===== src/rtl/vectrex_pkg.sv =====
// Shared definitions for the Vectrex cart upload path: address widths, the
// fill byte returned for unmapped addresses, and the upload FSM state type.
package vectrex_pkg;

   localparam int unsigned CART_ADDR_W  = 15;
   localparam int unsigned IOCTL_ADDR_W = 25;
   localparam logic [7:0]  FILL_BYTE    = 8'hFF;

   typedef enum logic [1:0] {
      StIdle  = 2'd0,
      StIssue = 2'd1,
      StFetch = 2'd2
   } upload_state_t;

   // An address maps onto the cart when no bit above the 32 KiB window is set
   // and no bit outside the (2^n-1) size mask is set.
   function automatic logic addr_in_range(input logic [IOCTL_ADDR_W-1:0] addr,
                                          input logic [CART_ADDR_W-1:0]  mask);
      return (addr[IOCTL_ADDR_W-1:CART_ADDR_W] == '0) &&
             ((addr[CART_ADDR_W-1:0] & ~mask) == '0);
   endfunction

endpackage


===== src/rtl/cart_upload_if.sv =====
// HPS ioctl read channel used during a cart upload session.
// master = HPS side (issues reads), slave = cart_upload (returns bytes).
interface cart_upload_if;

   logic                                ioctl_upload;
   logic                                ioctl_rd;
   logic [vectrex_pkg::IOCTL_ADDR_W-1:0] ioctl_addr;
   logic [7:0]                          ioctl_din;
   logic                                ioctl_wait;

   modport master (
      output ioctl_upload,
      output ioctl_rd,
      output ioctl_addr,
      input  ioctl_din,
      input  ioctl_wait
   );

   modport slave (
      input  ioctl_upload,
      input  ioctl_rd,
      input  ioctl_addr,
      output ioctl_din,
      output ioctl_wait
   );

endinterface


===== src/rtl/ioctl_edge.sv =====
// Rising/falling edge detector for the ioctl_upload session flag.
module ioctl_edge (
   input  logic clock,
   input  logic reset,
   input  logic level,
   output logic rise,
   output logic fall
);

   logic level_prev;

   // Remember last cycle's level so edges show up combinationally this cycle.
   always_ff @(posedge clock) begin
      if (reset) begin
         level_prev <= 1'b0;
      end else begin
         level_prev <= level;
      end
   end

   assign rise = level & ~level_prev;
   assign fall = ~level & level_prev;

endmodule


===== src/rtl/cart_upload.sv =====
// Cart upload engine: serves HPS ioctl byte reads from cart memory.
// In-range requests issue one mem_rd and return mem_data MEM_LAT cycles later;
// out-of-range requests return FILL_BYTE after one cycle.
// Optional: define CART_UPLOAD_CHECKSUM_EN to add a mod-256 checksum output.
module cart_upload
   import vectrex_pkg::*;
#(
   parameter int unsigned MEM_LAT = 2
) (
   input  logic                   clock,
   input  logic                   reset,
   cart_upload_if.slave           ioctl,
   input  logic [CART_ADDR_W-1:0] size_mask,
   output logic [CART_ADDR_W-1:0] mem_addr,
   output logic                   mem_rd,
   input  logic [7:0]             mem_data,
   output logic [15:0]            byte_count,
   output logic                   upload_done
`ifdef CART_UPLOAD_CHECKSUM_EN
   ,
   output logic [7:0]             checksum
`endif
);

   upload_state_t state;
   logic [2:0]    lat_cnt;
   logic [7:0]    rd_data;
   logic          busy;

   logic          up_rise;
   logic          up_fall;
   logic          req;
   logic          in_range;
   logic          ret_valid;
   logic [7:0]    ret_byte;

   ioctl_edge u_edge (
      .clock (clock),
      .reset (reset),
      .level (ioctl.ioctl_upload),
      .rise  (up_rise),
      .fall  (up_fall)
   );

   // Decode the incoming request and flag the cycle in which a byte is returned.
   always_comb begin
      req       = ioctl.ioctl_upload & ioctl.ioctl_rd;
      in_range  = addr_in_range(ioctl.ioctl_addr, size_mask);
      ret_valid = 1'b0;
      ret_byte  = FILL_BYTE;
      if (state == StIdle) begin
         ret_valid = req & ~in_range;
      end else if (state == StFetch) begin
         ret_valid = ioctl.ioctl_upload && (lat_cnt == 3'(MEM_LAT));
         ret_byte  = mem_data;
      end
   end

   // Request FSM with registered mem_rd/mem_addr/ioctl_din/ioctl_wait.
   always_ff @(posedge clock) begin
      if (reset) begin
         state    <= StIdle;
         lat_cnt  <= '0;
         rd_data  <= '0;
         busy     <= 1'b0;
         mem_rd   <= 1'b0;
         mem_addr <= '0;
      end else begin
         mem_rd <= 1'b0;
         unique case (state)
            StIdle: begin
               if (req) begin
                  if (in_range) begin
                     state    <= StIssue;
                     mem_rd   <= 1'b1;
                     mem_addr <= ioctl.ioctl_addr[CART_ADDR_W-1:0];
                     busy     <= 1'b1;
                  end else begin
                     rd_data <= FILL_BYTE;
                  end
               end
            end
            StIssue: begin
               if (!ioctl.ioctl_upload) begin
                  state <= StIdle;
                  busy  <= 1'b0;
               end else begin
                  state   <= StFetch;
                  lat_cnt <= 3'd1;
               end
            end
            StFetch: begin
               // A dropped session abandons the fetch; the late byte is never taken.
               if (!ioctl.ioctl_upload) begin
                  state <= StIdle;
                  busy  <= 1'b0;
               end else if (lat_cnt == 3'(MEM_LAT)) begin
                  rd_data <= mem_data;
                  state   <= StIdle;
                  busy    <= 1'b0;
               end else begin
                  lat_cnt <= lat_cnt + 3'd1;
               end
            end
            default: begin
               state <= StIdle;
               busy  <= 1'b0;
            end
         endcase
      end
   end

   // Session bookkeeping: byte counter, optional checksum, end-of-session pulse.
   always_ff @(posedge clock) begin
      if (reset) begin
         byte_count  <= '0;
         upload_done <= 1'b0;
`ifdef CART_UPLOAD_CHECKSUM_EN
         checksum    <= '0;
`endif
      end else begin
         upload_done <= up_fall;
         if (up_rise) begin
            byte_count <= '0;
`ifdef CART_UPLOAD_CHECKSUM_EN
            checksum   <= '0;
`endif
         end else if (ret_valid) begin
            if (byte_count != 16'hFFFF) begin
               byte_count <= byte_count + 16'd1;
            end
`ifdef CART_UPLOAD_CHECKSUM_EN
            checksum <= checksum + ret_byte;
`endif
         end
      end
   end

   assign ioctl.ioctl_din  = rd_data;
   assign ioctl.ioctl_wait = busy;

endmodule


===== src/flat_wrapper.sv =====
// flat-port wrapper written by rule: the top's interface ports become plain ports
module cart_upload_flat import vectrex_pkg::*;
#(
   parameter int unsigned MEM_LAT = 2
)
  (clock, reset, size_mask, mem_addr, mem_rd, mem_data, byte_count, upload_done, ioctl_ioctl_upload, ioctl_ioctl_rd, ioctl_ioctl_addr, ioctl_ioctl_din, ioctl_ioctl_wait);
  cart_upload_if ioctl_i ();
  input  logic clock;
  input  logic reset;
  input  logic [CART_ADDR_W-1:0] size_mask;
  output logic [CART_ADDR_W-1:0] mem_addr;
  output logic mem_rd;
  input  logic [7:0] mem_data;
  output logic [15:0] byte_count;
  output logic upload_done;
  input wire logic [$bits(ioctl_i.ioctl_upload)-1:0] ioctl_ioctl_upload;
  input wire logic [$bits(ioctl_i.ioctl_rd)-1:0] ioctl_ioctl_rd;
  input wire logic [$bits(ioctl_i.ioctl_addr)-1:0] ioctl_ioctl_addr;
  output wire logic [$bits(ioctl_i.ioctl_din)-1:0] ioctl_ioctl_din;
  output wire logic [$bits(ioctl_i.ioctl_wait)-1:0] ioctl_ioctl_wait;
  assign ioctl_i.ioctl_upload = ioctl_ioctl_upload;
  assign ioctl_i.ioctl_rd = ioctl_ioctl_rd;
  assign ioctl_i.ioctl_addr = ioctl_ioctl_addr;
  assign ioctl_ioctl_din = ioctl_i.ioctl_din;
  assign ioctl_ioctl_wait = ioctl_i.ioctl_wait;
  cart_upload #(.MEM_LAT(MEM_LAT)) u_core (.clock(clock), .reset(reset), .ioctl(ioctl_i), .size_mask(size_mask), .mem_addr(mem_addr), .mem_rd(mem_rd), .mem_data(mem_data), .byte_count(byte_count), .upload_done(upload_done));
endmodule

===== config.mk =====
export PLATFORM = sky130hd
export DESIGN_NAME = cart_upload_flat
export DESIGN_NICKNAME = d
export VERILOG_FILES = /design/src/rtl/vectrex_pkg.sv /design/src/rtl/cart_upload_if.sv /design/src/rtl/ioctl_edge.sv /design/src/rtl/cart_upload.sv /design/src/flat_wrapper.sv
export SDC_FILE = /design/constraint.sdc
export NUM_CORES = 1
export LEC_CHECK = 0
export BUFFER_PORTS_ARGS = -buffer_cell sky130_fd_sc_hd__buf_4
export CORE_MARGIN = 4
export CORE_UTILIZATION = 45
export DETAILED_ROUTE_END_ITERATION = 10
export PLACE_DENSITY = 0.76
export SYNTH_ARGS = -nofsm -noshare
export SYNTH_HDL_FRONTEND = slang
export SYNTH_SLANG_ARGS = --single-unit

===== constraint.sdc =====
create_clock -name clock -period 3.4 [get_ports clock]
set_input_delay 0.51 -clock clock [delete_from_list [all_inputs] [get_ports clock]]
set_output_delay 0.51 -clock clock [all_outputs]
set_load 0.005 [all_outputs]

==> flow_results.org <==
** Drt
- Per-cell via count in the routed design :: 5.06
- Final routed DRC violation total :: 0
- First drt pass iteration count :: 4
- Total Routed Length :: 5.21 mm
- Summing over every cut layer, the via total after detailed routing is 2,079.
- Initial drt markers :: 85
- Routed wire length per instance :: 12.7 um
- Final ANT Viol Nets :: 0

** Layout
- The library cell used most frequently in the layout, excluding fill and tap cells, is buf_4.
- Final instance area :: 3010 um2
- Most frequent cells in the layout :: 96 x buf_4, 48 x dfxtp_1, 39 x nor2_1
- The post-route netlist has 32.0% of its cells at a drive strength greater than 1.
- In the final design database the tool counted 399 nets.
- Fin cells :: 411
- N_diodes :: 0
- Relative to the synthesized area, the layout overhead comes to 37.4%.

** Synth
- Synthesized instance count :: 253
- Ys flop type :: dfxtp_1
- Async S/R FF share, synth :: 0%
- Mean cell area of the mapped netlist :: 8.66 um2
- Sequential cells were found to cover 43.8% of the synthesized design area.
- In this run, synthesis inferred 0 flip-flops with an integrated enable.
- Synthesis inferred 48 register bits.
- Counting every net in the synthesized netlist gives 308.
- Number of warning messages in the yosys log :: 0
- Number of unique standard cell types used by synthesis :: 39
- Netlist Area Pre-Place :: 2190 um2

** Critical path
- Largest driver fanout on the critical path :: 16
- Data arrival time at the worst-slack endpoint :: 2440 ps
- Peak per-stage delay on the critical path :: 630 ps
- The setup check on the worst reg-to-reg path leaves a slack of 1150 ps.
- The worst setup path is captured at a register.
- Setup CP Type :: primary input to register
- Endpoint of the worst setup timing path :: u_core.mem_addr[7]
- Reg-to-reg critical path endpoint :: u_core.mem_addr[7]
- CP dominant cell by count :: buf_4
- The number of cells on the worst reg-to-reg path is 7.
- For this design, the slowest cell found on the critical path is or4_1.
- For the worst setup path, the data required time is 3590 ps.
- In this run the critical register-to-register path is launched from u_core.state[1].
- STA classifies the critical path startpoint as a primary input.
- Traced cell by cell, the critical path runs through buf_4 -> nor4_2 -> o2111ai_1 -> or4_1 -> nor3_4 -> buf_4 -> mux2i_1 -> nor2_1.
- Critical path origin :: ioctl_ioctl_addr[19]

** Clocking
- Once the clock tree was built, the setup fixing pass inserted 0 buffers.
- After clock tree synthesis, the clock-pin slew on the worst setup and hold paths is 90 ps.
- For this design, the CTS-stage hold fixing added 0 buffers.
- Source-to-sink clock delay at the later pin of the worst-skew pair :: 300 ps
- Root Buffer Master :: clkbuf_8
- TritonCTS clock tree :: done
- Counting the buffers created by CTS gives 5.
- The H-tree was split into 2 levels.
- Post-cts gate resize count :: 0
- Clock tree synthesis found a total of 48 sinks.
- In this run the deepest clock path goes through 2 buffers.

** Outcome
- The flow ran to the end, and the final reports show no timing, DRC or antenna violations.

** Floorplan
- For this configuration, the core starts out at a cell density of 46.4%.
- The die is 77.8 um tall.
- The die covers 6050 um2.
- The floorplan has 25 rows.
- Width of the die :: 77.8 um
- Top-level I/O count :: 94
- The floorplan step defined a core boundary enclosing 4720 um2.

** Timing
- The final critical path takes up 66.4% of the cycle.
- Worst Clk Skew :: 6.55 ps
- Post-route minimum period :: 2260 ps
- Timing would allow up to 0.443 GHz.
- Total count of max-transition violations in the final report :: 0
- Setup repair after global routing left no endpoint under its margin.
- Setup Total Neg Slack :: 0 ps
- Rel. slew slack :: 61.5%
- Setup violations remaining at the end of the flow were counted as 0.
- Worst hold slack :: 444 ps
- Hold Fails Final Rpt :: 0
- Worst Tran Pin Value :: 577 ps

** Placed design
- The congestion estimate from routability-driven global placement came to 0.760.
- Port buffer count :: 93
- The HPWL after detailed placement is 4.00 mm.
- In this run the cell area measured after placement is 2930 um2.
- Placed Cells incl. Taps :: 404

** GRT
- Total gr overflow :: 0
- First-pass GRT wire length :: 8.80 mm
- Vias in the first global route :: 2,030
- Overall routing resource usage :: 18.1%
- The number of antenna violations at the first check in global routing came to 0.
- Largest net degree at the start of global routing :: 34

** Power
- For this design the static power due to leakage is 1.26 nW.
- Power consumption :: 1.01 mW
- Power per cell area :: 335 nW/um2
- Across the VDD grid, the largest voltage drop is 0.170 mV.

** Min path
- In this run the most critical hold path is launched from ioctl_ioctl_upload.
- In this run the worst hold path is classified as primary input to register.

** Run
- Max Cap Violations :: 0
==> state kept, by name (all words and copies together), names as in the netlist <==
register / count
u_core.mem_addr: 15
u_core.mem_rd: 1
u_core.upload_done: 1
u_core.state: 2
u_core.ioctl.ioctl_wait: 1
u_core.u_edge.level_prev: 1
u_core.lat_cnt: 3
u_core.byte_count: 16
u_core.ioctl.ioctl_din: 8
==> synthesized netlist by cell type, types with 2 or more instances <==
library cell,instances,area share [%]
o211ai_1,4,1.4
a211oi_1,2,0.68
a21oi_1,10,2.3
nor4_1,2,0.57
o2111ai_1,5,2.0
mux2i_1,15,6.8
clkbuf_1,7,1.2
nand3_1,5,1.1
xor2_1,8,3.2
nand2_1,10,1.7
or3_1,6,1.7
buf_2,2,0.46
nor2_1,39,6.7
nand2b_1,6,1.7
ha_1,3,1.7
nor4_2,2,1.1
and3_1,3,0.86
inv_1,14,2.4
o21ai_0,11,2.5
nor3_1,18,4.1
nor2b_1,9,2.6
o22ai_1,2,0.57
or4_1,3,1.0
dfxtp_1,48,44
nand4_1,5,1.4
==> logic make-up (layout without fill, tap and decap cells) <==
logic type	count (synthesis)	in the layout	synth area share [%]
compound gates	41	41	12.6
xor+xnor	8	8	3.20
fa+ha+maj	3	3	1.71
buf+inv	26	117	5.42
flops	48	48	43.8
mux	15	15	6.85
simple gates	112	112	26.4
==> how the worst min path moves through the flow <==
| stage | to | slack, ps | depth (start not counted) |
|---|---|---|---|
| finish | u_core.upload_done | 440 | 2 |
| global route | u_core.upload_done | 430 | 2 |
| CTS | u_core.upload_done | 430 | 2 |
| detailed placement | u_core.upload_done | 470 | 2 |
| global placement | u_core.upload_done | 460 | 2 |
| floorplan | u_core.upload_done | 440 | 2 |
==> through the flow <==
step / util [%] / setup slack, ps
2_1_floorplan: - / 1060
3_3_place_gp: 62.0 / 871
3_5_place_dp: 62.0 / 817
4_1_cts: 63.8 / 1110
5_1_grt: 63.8 / 971
6_report: 63.8 / 1140
==> final cells by class <==
type | instances | area (um2)
clock inverters | 2 | 12.5
well taps | 67 | 83.8
multi-input cells | 179 | 1110
flip-flops and latches | 48 | 961
repair buffers | 96 | 721
fillers | 434 | 1710
inverters | 14 | 52.6
clock buffers | 5 | 68.8
==> layer usage <==
layer	up-vias	GRT usage (%)	share of wire, %
li1	1061	-	-
met1	924	21.1	43
met2	85	29.6	45
met3	9	7.42	10
met4	0	6.41	1.6
met5	-	0	0
==> power by group <==
group          internal (mW)  switching (mW)
combinational         0.0618          0.0449
sequential             0.570         0.00430
clock                  0.140           0.189
total                  0.771           0.239
==> worst max-delay path, delay by kind of cell <==
family / cells / cell delay (ps)
compound gates: 1 / 130
mux: 1 / 230
buf+inv: 2 / 400
simple gates: 4 / 1170
Power figures use the tool's default switching activity.
